### config.mk
export PLATFORM = sky130hd
export DESIGN_NAME = alu_issue
export DESIGN_NICKNAME = d
export VERILOG_FILES = /design/src/rtl/alu_issue_pkg.sv /design/src/rtl/alu_issue_fwd_mux.sv /design/src/rtl/alu_issue.sv
export SDC_FILE = /design/constraint.sdc
export NUM_CORES = 1
export LEC_CHECK = 0
export ABC_AREA = 1
export CAP_MARGIN = 10
export CORE_MARGIN = 3
export CORE_UTILIZATION = 46
export DETAILED_ROUTE_END_ITERATION = 10
export HOLD_SLACK_MARGIN = 0.12
export PLACE_DENSITY_LB_ADDON = 0.05
export SLEW_MARGIN = 20
export SYNTH_ARGS = -nofsm -noshare
export SYNTH_HDL_FRONTEND = slang
export SYNTH_SLANG_ARGS = --single-unit
### constraint.sdc
create_clock -name clk -period 4.9 [get_ports clk]
set_input_delay 1.47 -clock clk [delete_from_list [all_inputs] [get_ports clk]]
set_output_delay 1.47 -clock clk [all_outputs]
set_load 0.02 [all_outputs]
### src/rtl/alu_issue_pkg.sv
// Shared core definitions for the ALU issue stage: opcodes, widths and FSM states.
package alu_issue_pkg;
  localparam int REG_W  = 6;
  localparam int XLEN   = 32;
  localparam int CTL_W  = 6;
  localparam int CNT_W  = 16;

  localparam logic [CTL_W-1:0] ALU_ADD    = 6'd0;
  localparam logic [CTL_W-1:0] ALU_SUB    = 6'd1;
  localparam logic [CTL_W-1:0] ALU_AND    = 6'd2;
  localparam logic [CTL_W-1:0] ALU_OR     = 6'd3;
  localparam logic [CTL_W-1:0] ALU_XOR    = 6'd4;
  localparam logic [CTL_W-1:0] ALU_SLL    = 6'd5;
  localparam logic [CTL_W-1:0] ALU_SRL    = 6'd6;
  localparam logic [CTL_W-1:0] ALU_SRA    = 6'd7;
  localparam logic [CTL_W-1:0] ALU_SLT    = 6'd8;
  localparam logic [CTL_W-1:0] ALU_SLTU   = 6'd9;
  localparam logic [CTL_W-1:0] ALU_MUL    = 6'd16;
  localparam logic [CTL_W-1:0] ALU_DIV    = 6'd17;
  localparam logic [CTL_W-1:0] ALU_FDIV   = 6'd20;
  localparam logic [CTL_W-1:0] ALU_BUBBLE = 6'b111111;

  typedef enum logic {
    ST_RUN  = 1'b0,
    ST_WAIT = 1'b1
  } state_e;
endpackage

### src/rtl/alu_issue_fwd_mux.sv
// Per-source operand selection: zero register, then EX bypass, then WB bypass, then RF.
module fwd_mux
  import alu_issue_pkg::*;
(
  input  logic [REG_W-1:0] i_rs,
  input  logic [XLEN-1:0]  i_rf_val,
  input  logic             i_ex_valid,
  input  logic [REG_W-1:0] i_ex_rd,
  input  logic [XLEN-1:0]  i_ex_data,
  input  logic             i_wb_valid,
  input  logic [REG_W-1:0] i_wb_rd,
  input  logic [XLEN-1:0]  i_wb_data,
  output logic [XLEN-1:0]  o_operand
);
  // Checking rs==0 first also keeps ex_rd==0 / wb_rd==0 from ever bypassing.
  always_comb begin
    o_operand = i_rf_val;
    if (i_rs == '0)
      o_operand = '0;
    else if (i_ex_valid && (i_rs == i_ex_rd))
      o_operand = i_ex_data;
    else if (i_wb_valid && (i_rs == i_wb_rd))
      o_operand = i_wb_data;
  end
endmodule

### src/rtl/alu_issue.sv
// ALU issue stage: registers decode into EX with operand forwarding, tracks EX/WB tags,
// and holds the pipeline while a multi-cycle ALU operation is pending.
module alu_issue
  import alu_issue_pkg::*;
(
  input  logic             clk,
  input  logic             rst,
  input  logic             flush,
  input  logic             id_valid,
  output logic             id_ready,
  input  logic [CTL_W-1:0] id_aluctl,
  input  logic [REG_W-1:0] id_rd,
  input  logic [REG_W-1:0] id_rs1,
  input  logic [REG_W-1:0] id_rs2,
  input  logic [XLEN-1:0]  id_rs1_val,
  input  logic [XLEN-1:0]  id_rs2_val,
  input  logic             id_use_imm,
  input  logic [XLEN-1:0]  id_imm,
  input  logic [XLEN-1:0]  alu_fwd,
  input  logic             alu_stall,
  input  logic [XLEN-1:0]  wb_res,
  output logic [XLEN-1:0]  op1,
  output logic [XLEN-1:0]  op2,
  output logic [CTL_W-1:0] aluctl,
  output logic             stall,
  output logic             ex_valid,
  output logic             wb_valid,
  output logic [REG_W-1:0] ex_rd,
  output logic [REG_W-1:0] wb_rd,
  output logic [CNT_W-1:0] stall_cnt
);
  state_e           r_state;
  state_e           w_state_next;
  logic [XLEN-1:0]  r_op1, r_op2;
  logic [CTL_W-1:0] r_aluctl;
  logic             r_ex_valid, r_wb_valid;
  logic [REG_W-1:0] r_ex_rd, r_wb_rd;
  logic [CNT_W-1:0] r_stall_cnt;

  logic             w_stall;
  logic             w_bubble;
  logic [REG_W-1:0] w_rs  [2];
  logic [XLEN-1:0]  w_rf  [2];
  logic [XLEN-1:0]  w_opnd[2];

  assign w_stall  = alu_stall & r_ex_valid & ~flush;
  assign w_bubble = ~id_valid | flush;

  assign w_rs[0] = id_rs1;
  assign w_rs[1] = id_rs2;
  assign w_rf[0] = id_rs1_val;
  assign w_rf[1] = id_rs2_val;

  genvar gi;
  generate
    for (gi = 0; gi < 2; gi++) begin : g_src
      fwd_mux u_fwd_mux (
        .i_rs       (w_rs[gi]),
        .i_rf_val   (w_rf[gi]),
        .i_ex_valid (r_ex_valid),
        .i_ex_rd    (r_ex_rd),
        .i_ex_data  (alu_fwd),
        .i_wb_valid (r_wb_valid),
        .i_wb_rd    (r_wb_rd),
        .i_wb_data  (wb_res),
        .o_operand  (w_opnd[gi])
      );
    end
  endgenerate

  always_comb begin
    w_state_next = r_state;
    case (r_state)
      ST_RUN:  if (w_stall) w_state_next = ST_WAIT;
      ST_WAIT: if (!w_stall || flush) w_state_next = ST_RUN;
      default: w_state_next = ST_RUN;
    endcase
  end

  always_ff @(posedge clk) begin
    if (rst) begin
      r_state     <= ST_RUN;
      r_op1       <= '0;
      r_op2       <= '0;
      r_aluctl    <= ALU_BUBBLE;
      r_ex_valid  <= 1'b0;
      r_ex_rd     <= '0;
      r_wb_valid  <= 1'b0;
      r_wb_rd     <= '0;
      r_stall_cnt <= '0;
    end else begin
      r_state <= w_state_next;
      if (!w_stall) begin
        if (w_bubble) begin
          r_op1      <= '0;
          r_op2      <= '0;
          r_aluctl   <= ALU_BUBBLE;
          r_ex_valid <= 1'b0;
          r_ex_rd    <= '0;
        end else begin
          r_op1      <= w_opnd[0];
          r_op2      <= id_use_imm ? id_imm : w_opnd[1];
          r_aluctl   <= id_aluctl;
          r_ex_valid <= 1'b1;
          r_ex_rd    <= id_rd;
        end
        // A flushed EX instruction must not retire into WB.
        r_wb_valid <= r_ex_valid & ~flush;
        r_wb_rd    <= r_ex_rd;
      end
      if (w_stall && (r_stall_cnt != {CNT_W{1'b1}}))
        r_stall_cnt <= r_stall_cnt + 16'd1;
    end
  end

  assign stall     = w_stall;
  assign id_ready  = ~w_stall;
  assign op1       = r_op1;
  assign op2       = r_op2;
  assign aluctl    = r_aluctl;
  assign ex_valid  = r_ex_valid;
  assign ex_rd     = r_ex_rd;
  assign wb_valid  = r_wb_valid;
  assign wb_rd     = r_wb_rd;
  assign stall_cnt = r_stall_cnt;
endmodule

==> results of run 1 <==
sequential cells by signal, summed over array words and instances, names as in the netlist:
| name | cells |
|---|---|
| op2 | 32 |
| wb_valid | 1 |
| ex_rd | 6 |
| aluctl | 6 |
| stall_cnt | 16 |
| wb_rd | 6 |
| ex_valid | 1 |
| op1 | 32 |
how the worst max path moves through the flow:
stage | start | endpoint | slack (ps)
after floorplan | flush | stall | 1090
after global placement | flush | id_ready | 540
after detailed placement | flush | id_ready | 520
after CTS | flush | id_ready | 520
after global routing | flush | id_ready | 440
final | flush | id_ready | 530
layout by cell type, fill, tap and decap left out, drive strengths merged, types with 2 or more instances in the layout:
master and n:
clkdlybuf4s50 290, o21bai 2, nand3 233, nand2 353, xor2 4, inv 124
clkbuf 10, diode 3, nor3b 2, dfxtp 100, buf 15, a21oi 88
o21ai 52, o22ai 10, nor2 24, nor3 13, nand4 5
critical path, stage by stage:
cell and delay [ps]:
clkdlybuf4s50_1 450, inv_1 50, nand2_1 110, nor2_4 70, inv_2 130, clkdlybuf4s50_1 620
final cells by class:
type	instances	area [um2]
Antenna cell	3	7.51
Clock buffer	10	239
Clock inverter	6	75.1
Fill cell	1253	3800
Inverter	121	454
Multi-Input combinational cell	792	3640
Sequential cell	100	2000
Tap cell	176	220
Timing Repair Buffer	305	3010
per-layer routing:
layer  track usage  vias to the layer above  part of all wire
li1              -                     4015                 -
met1         0.416                     3730              0.39
met2         0.542                      466              0.46
met3         0.101                       74              0.11
met4         0.131                        2             0.041
met5             0                        -           0.00034
report_power, final:
part           total [mW]  switching [mW]  internal [mW]  leakage (nW)
Clock               0.772           0.352          0.420         0.152
Combinational       0.440           0.217          0.224          3.03
Sequential          0.847          0.0150          0.832         0.812
cells by family (layout without fill, tap and decap cells):
logic type | Yosys count | in the layout
buffers and inverters | 194 | 442
other | 0 | 3
AOI/OAI and AO/OA | 155 | 155
xor gates and xnor gates | 5 | 5
adders and majority gates | 1 | 1
DFF | 100 | 100
and+or+nand+nor | 631 | 631
synthesized netlist by cell type, drive strengths merged:
cell    instances  area share
xnor2           1      0.0014
nor3           13       0.014
o22ai          10      0.0097
ha              1      0.0019
buf            40       0.035
inv           120       0.070
nand3         233        0.18
a211oi          1      0.0012
nand2         353        0.21
nand4           5      0.0049
xor2            4      0.0055
clkbuf         33       0.019
and3            1     0.00098
a21oi          88       0.069
o31ai           1      0.0012
o21ai          52       0.041
nor3b           2      0.0023
o21bai          2      0.0023
clkinv          1     0.00058
nor2           24       0.018
a21boi          1      0.0012
dfxtp         100        0.31
==> results.tsv, run 1 <==
metric	value	unit
cts hold-fix bufs	0	
Max Slew Vio Count	0	
Setup TNS Final	0	ps
Rows	42	
CTS tree	built	
fin nets	1520	
area of the die	15400	um2
IO Count	292	
Synth Area in Compound Gates	0.125	
f_max	229	MHz
WL/cell	17.5	um
sequential area share after synthesis	0.312	
Skew-Pair Late Insertion Delay	360	ps
Synth cell types	32	
final wirelength	26400	um
post-route DRC violation count	0	
Hold Crit Start	op1[20]	
number of setup buffers added after CTS	0	
Crit Path Category	input pin to output port	
crit path setup slack, layout	527	ps
Peak VDD IR	0.000223	V
largest family of logic cells by synthesized area	simple AND/OR/NAND/NOR gates	
R2R depth	11	
Final ANT Viol Nets	0	
syn_nets	1277	
number of buffers created by CTS	9	
clk sinks	100	
CTS resizes	0	
total number of vias	8287	
slew at the pin closest to its max-slew limit	927	ps
relative slew slack	0.380	
Layout Cell Area excl Fill	9650	um2
initial antenna violation count	2	
Port Buffers	291	
initial core utilization	0.477	
Final Skew	11.4	ps
worst hold slack	463	ps
final critical-path share of the clock period	0.893	
first-pass GRT wire length	39900	um
DR pass1 iterations	7	
Worst Path Max Fanout	9	
pre-CTS setup slack	520	ps
clock-pin slew on the worst setup and hold paths	70	ps
unrepaired setup endpoints after global routing	no	
worst hold path depth	2	
cell area power density	213	nW/um2
static leakage	3.99	nW
Post-DP HPWL	18000	um
largest net degree at the start of global routing	83	
synthesized area per cell	5.91	um2
post-synthesis mux area share	0	
Simple-Gate Fraction of Synth Area	0.430	
Worst Hold Class	flop to flop	
run status	completed	
Reg-to-Reg Start	wb_rd[4]	
post-route minimum period	4370	ps
clock root cell	clkbuf_16	
XOR/XNOR Fraction of Synth Area	0.00682	
Detailed Route Iter0 Violations	839	
FF-to-FF End	op1[8]	
htree depth	3	
R2R Setup Slk	2640	ps
non-filler cells, final	1513	
hold endpoint	op1[20]	
core region area	13500	um2
Die Y	124	um
Layout area overhead	50.4	%
Post-Place Cells	1494	
max-cap violations	0	
Worst EP arrival	2900	ps
GRT Overall Usage	0.334	
CTS Buffer Depth	2	
die width	124	um
gpl congestion	0.934	
GR Overflow Total	0	
Hold Vio Cnt, Final	0	
Post-Synth Adder-Cell Area	0.00195	
share of layout cells above drive strength 1	0.0442	
Post-Syn Area	6420	um2
Vias/cell	5.48	
CP Launch Type	input pin	
vias in the first global route	7477	
WP data required	3430	ps
total power	2.06	mW
Syn Inst Count	1086	
YS warnings	0	
Placed Area	9330	um2
Seq cells post-synth	100	
CP endpoint kind	output port	
Final Util	0.718	
final setup fails	0	
Power figures use the tool's default switching activity.
==> inputs of run 2 (changes only) <==
CAP_MARGIN = 20   (was 10)
CORE_MARGIN = not set   (was 3)
==> results.tsv, run 2 (same netlist as run 1, synthesis figures left out) <==
metric	value	unit	change
post-route minimum period	4380	ps	+4.39 ps
slew at the pin closest to its max-slew limit	877	ps	-50.1 ps
Skew-Pair Late Insertion Delay	360	ps	about the same
initial core utilization	0.479		+0.00187
initial antenna violation count	1		-1
die width	120	um	-3.2%
Worst Path Max Fanout	9		unchanged
WL/cell	17.1	um	-2.1%
final wirelength	25800	um	-2.3%
largest net degree at the start of global routing	59		-29%
clock root cell	clkbuf_16		
number of buffers created by CTS	9		unchanged
Crit Path Category	input pin to output port		
number of diodes	0		-3
WP data required	3430	ps	about the same
Detailed Route Iter0 Violations	735		-12%
crit path setup slack, layout	522	ps	-4.39 ps
Final ANT Viol Nets	0		unchanged
Rows	42		unchanged
IO Count	292		unchanged
Layout Cell Area excl Fill	9610	um2	-0.41%
htree depth	3		unchanged
Die Y	120	um	-3.2%
Max Slew Vio Count	0		unchanged
static leakage	3.98	nW	-0.30%
gpl congestion	0.917		-1.8%
final setup fails	0		unchanged
Peak VDD IR	0.000145	V	-35%
f_max	228	MHz	-0.10%
CTS resizes	0		unchanged
Internal	1.41	mW	-4.5%
Setup TNS Final	0	ps	unchanged
Hold Vio Cnt, Final	0		unchanged
relative slew slack	0.414		+0.0335
clk sinks	100		unchanged
Final Skew	8.07	ps	-3.32 ps
Port Buffers	291		unchanged
clock power share	0.356		-0.019
clock-pin slew on the worst setup and hold paths	70	ps	about the same
Layout area overhead	49.8	%	
switching portion of total power	0.294		+0.0110
Gate power share	0.220		+0.006
GR Overflow Total	0		unchanged
share of layout cells above drive strength 1	0.0435		-0.000750
DR pass1 iterations	6		-1
commonest non-fill, non-tap cell in the layout	nand2_1		
Worst Hold Class	flop to flop		
Post-DP HPWL	17600	um	-2.2%
Placed Area	9340	um2	about the same
post-route DRC violation count	0		unchanged
run status	completed		
CP Launch Type	input pin		
core region area	13400	um2	-0.39%
CTS tree	built		
Psw	0.588	mW	+0.71%
vias in the first global route	7452		-0.33%
Worst EP arrival	2910	ps	about the same
Vias/cell	5.46		-0.24%
area of the die	14400	um2	-6.3%
pre-CTS setup slack	509	ps	-11.1 ps
first-pass GRT wire length	39900	um	-0.23%
final critical-path share of the clock period	0.893		+0.000896
most frequent cells in the layout	349 x nand2_1, 290 x clkdlybuf4s50_1, 233 x nand3_1		
cts hold-fix bufs	0		unchanged
CTS Buffer Depth	2		unchanged
total number of vias	8251		-0.43%
Final Util	0.717		about the same
number of setup buffers added after CTS	0		unchanged
max-cap violations	0		unchanged
unrepaired setup endpoints after global routing	no		
cell area power density	208	nW/um2	-2.6%
GRT Overall Usage	0.356		+0.0220
CP endpoint kind	output port		
Fillers	1220		-2.6%
part of the power in registers	0.424		+0.013
fin nets	1520		unchanged
[run 2: final cells by class]
type	count	area, um2	area share
sequential	100	2000	0.208
tap	176	220	0.0229
clock inverter	7	53.8	0.00560
timing repair buffer	305	3010	0.313
multi-input combinational	792	3650	0.379
inverter	121	454	0.0472
clock buffer	9	225	0.0234
[run 2: per-stage QoR]
step	total power, mW	hold slack (ps)	instances
after floorplan	1.05	545	1086
after global placement	1.30	450	1494
after detailed placement	1.30	455	1494
after CTS	1.99	466	1510
after global routing	2.08	484	1510
final	2.00	466	1510
[run 2: worst paths after layout]
path / start / endpoint / slack, ps / cells past startpoint
setup / recovery: flush / id_ready / 520 / 6
hold / removal: op1[0] / op1[0] / 470 / 2
setup reg to reg: ex_rd[0] / op2[2] / 2470 / 10
hold reg to reg: op1[0] / op1[0] / 470 / 2
[run 2: power by group through the flow]
stage               Clock [mW]  Combinational (mW)  Sequential (mW)
floorplan                    0               0.163            0.887
global placement             0               0.430            0.865
detailed placement           0               0.433            0.866
CTS                      0.712               0.435            0.847
global route             0.753               0.474            0.850
finish                   0.710               0.439            0.847
[run 2: layer usage]
metal / share of wire / global-route usage / wire length (um) / up-vias
met5: 0 / 0 / 0 / -
met4: 0.046 / 0.177 / 1180 / 0
met3: 0.11 / 0.0894 / 2830 / 83
met2: 0.46 / 0.567 / 11900 / 490
met1: 0.39 / 0.444 / 9950 / 3668
li1: - / - / - / 4010
[run 2: critical path: stages]
cell and delay (ps):
clkdlybuf4s50_1 450, inv_1 50, nand2_1 110, nor2_4 70, inv_2 140, clkdlybuf4s50_1 620
==> variant (flow settings as in run 2) <==
Make the reset (`rst`) asynchronous in one clocked block.
--- a/src/rtl/alu_issue.sv
+++ b/src/rtl/alu_issue.sv
@@ -78,5 +78,5 @@
   end
 
-  always_ff @(posedge clk) begin
+  always_ff @(posedge clk or posedge rst) begin
     if (rst) begin
       r_state     <= ST_RUN;
Check against the original RTL: differs if rst is asserted again (counterexample within 4 cycles, from zero or initial values and one cycle with rst high); with rst held inactive, the same outputs for 10 cycles.
==> variant against run 2 <==
Routed wire length down 3.1%. Utilization down 0.80 points. Critical endpoint unchanged. Critical path depth down 1. Area after synthesis up 5.2%. Sequential cell count unchanged. Largest power group unchanged. Register-to-register slack better by 0.15 ns. Total power up 14%. Setup slack better by 0.012 ns. Combinational power up 48%. Synthesized cell count down 5.9%. Clock power down 4.4%. Cell area up 4.0%. Clock skew up 0.0014 ns. Die area up 5.1%.
==> variant: results (changes against run 2) <==
DP Area=9728 sq um (was 9335 sq um); Worst VDD drop=0.1998 mV (was 0.1451 mV); Slew Limit Headroom=39.20% (was 41.38%); HP Start=op2[3]$_DFFE_PP0N_ (was op1[0]$_SDFFE_PP0N_); distinct cell type count after synthesis=34 (was 32); Worst Path Arrival=2.90 ns (was 2.91 ns); FF-to-FF End=stall_cnt[10]$_DFFE_PP0P_ (was op2[2]$_SDFFE_PP0N_); Placement Setup Slack=0.5296 ns (was 0.5093 ns); via count=7641 (was 8251); Synth async-reset ratio=100.0% (was 0%); worst-path fanout max=14 (was 9); area grow syn2layout=48.13% (was 49.81%); Worst R2R Path Depth=7 (was 10); input/output buffers=291 (unchanged); clk root buf=clkbuf_16 (unchanged); WHS Endpoint=op2[3]$_DFFE_PP0N_ (was op1[0]$_SDFFE_PP0N_); Nets=1475 (was 1520); Setup Buffers After CTS=0 (unchanged); fraction of layout cells with a size suffix above 1=6.594% (was 4.348%); # fillers=1202 (was 1220); synthesized area per cell=6.606 sq um (was 5.909 sq um); hpwl dp=17870 um (was 17620 um); leading cell type in the layout, fill and taps excluded=nand2_1 (unchanged); first-pass GRT wire length=38230 um (was 39850 um); Yosys Warn Count=0 (unchanged); vias in the first global route=7111 (was 7452); post-synthesis compound-gate area fraction=5.319% (was 12.48%); worst-case clock buffer depth=2 (unchanged); post-synthesis net count=1213 (was 1277); Commonest cells post-synth=nand2_1 (467), nand3_1 (141), inv_1 (102) (was nand2_1 (349), nand3_1 (233), inv_1 (107)); Worst Hold Class=reg -> reg (unchanged); post-synth top area share=34.84% (was 31.20%); hold path depth=2 (unchanged); mux contribution to synthesized area=0% (unchanged); First DRT Iteration DRCs=718 (was 735); Pre-antenna DRT Iters=5 (was 6); Non-Filler Instances=1470 (was 1510); RR Startpoint=ex_valid$_DFFE_PP0N_ (was ex_rd[0]$_SDFFE_PP0N_); synth top area cells=dfrtp_1 (35%), nand2_1 (26%), nand3_1 (10%), inv_1 (5.7%), nand3_2 (4.6%) (was dfxtp_1 (31%), nand2_1 (20%), nand3_1 (18%), a21oi_1 (6.9%), inv_1 (6.3%)); XOR/XNOR share of the synthesized area=2.205% (was 0.6824%); Worst Skew=0.009520 ns (was 0.008071 ns); H-tree lvl count=3 (unchanged); cts repair resizes=0 (unchanged); final setup margin=0.5343 ns (was 0.5221 ns); leakage=5.191 nW (was 3.979 nW); register area share after synthesis=37.18% (was 31.20%); adder and majority gate portion of the synthesized area=0.1853% (was 0.1950%); delay-heaviest family, CP=buffers and inverters (unchanged); max_cap viols=0 (unchanged); worst hold slack=0.4806 ns (was 0.4658 ns); gr usage total=33.46% (was 35.60%); status=complete, no violations (unchanged); total wire length=25030 um (was 25830 um); largest net degree at the start of global routing=66 (was 59); RePlAce Congestion=0.9213 (was 0.9167); internal reg-to-reg setup slack=2.62 ns (was 2.47 ns); ys flop type=dfrtp_1 (was dfxtp_1)
## variant: cell count changes after synthesis, moves of 17 or more
cell      change
nand2_1     +118
dfxtp_1     -100
dfrtp_1      +94
nand3_1      -92
a21oi_1      -54
o21ai_0      -33
nand3_2      +31
clkbuf_1     -17
## variant: where the power goes
group	switching (mW)	internal (mW)
Combinational	0.332	0.316
Sequential	0.0618	0.883
Clock	0.334	0.344
Total	0.728	1.54
## variant: worst min-delay path, cell delays in order, from the launching register on
cell and delay, ns:
dfrtp_1 0.34, nand2_1 0.05, nand2_1 0.05
## variant: per-layer routing
metal,up-vias,share of wire (%),track usage [%],routed length (um)
li1,3729,-,-,-
met1,3461,41,43.07,10300
met2,415,47,55.66,11860
met3,36,9.2,8.303,2299
met4,0,2.2,9.337,562
met5,-,0,0,0
## variant: worst max-delay path by stage
| stage | startpoint | end | slack, ns | cells after the start |
|---|---|---|---|---|
| after CTS | flush | id_ready | 0.52 | 5 |
| after floorplan | rst | ex_rd[0]$_DFFE_PP0N_ | 0.82 | 1 |
| after global placement | flush | id_ready | 0.54 | 5 |
| after global routing | flush | id_ready | 0.48 | 5 |
| final | flush | id_ready | 0.53 | 5 |
| after detailed placement | flush | id_ready | 0.53 | 5 |
## variant: cells by family after synthesis
family	after synthesis
XOR/XNOR	17
AND/OR/NAND/NOR	677
adder cells (fa/ha/maj)	1
AO/OA/AOI/OAI	65
buffers and inverters	162
flip-flops	100
## variant: final cells by class
| class | instances | share of cell area, % |
|---|---|---|
| multi-input cells | 760 | 35.59 |
| repair buffers | 307 | 30.33 |
| flip-flops and latches | 100 | 25.10 |
| inverters | 106 | 4.004 |
| clock buffers | 10 | 2.290 |
| well taps | 180 | 2.252 |
| clock inverters | 6 | 0.4129 |
| diodes | 1 | 0.02502 |
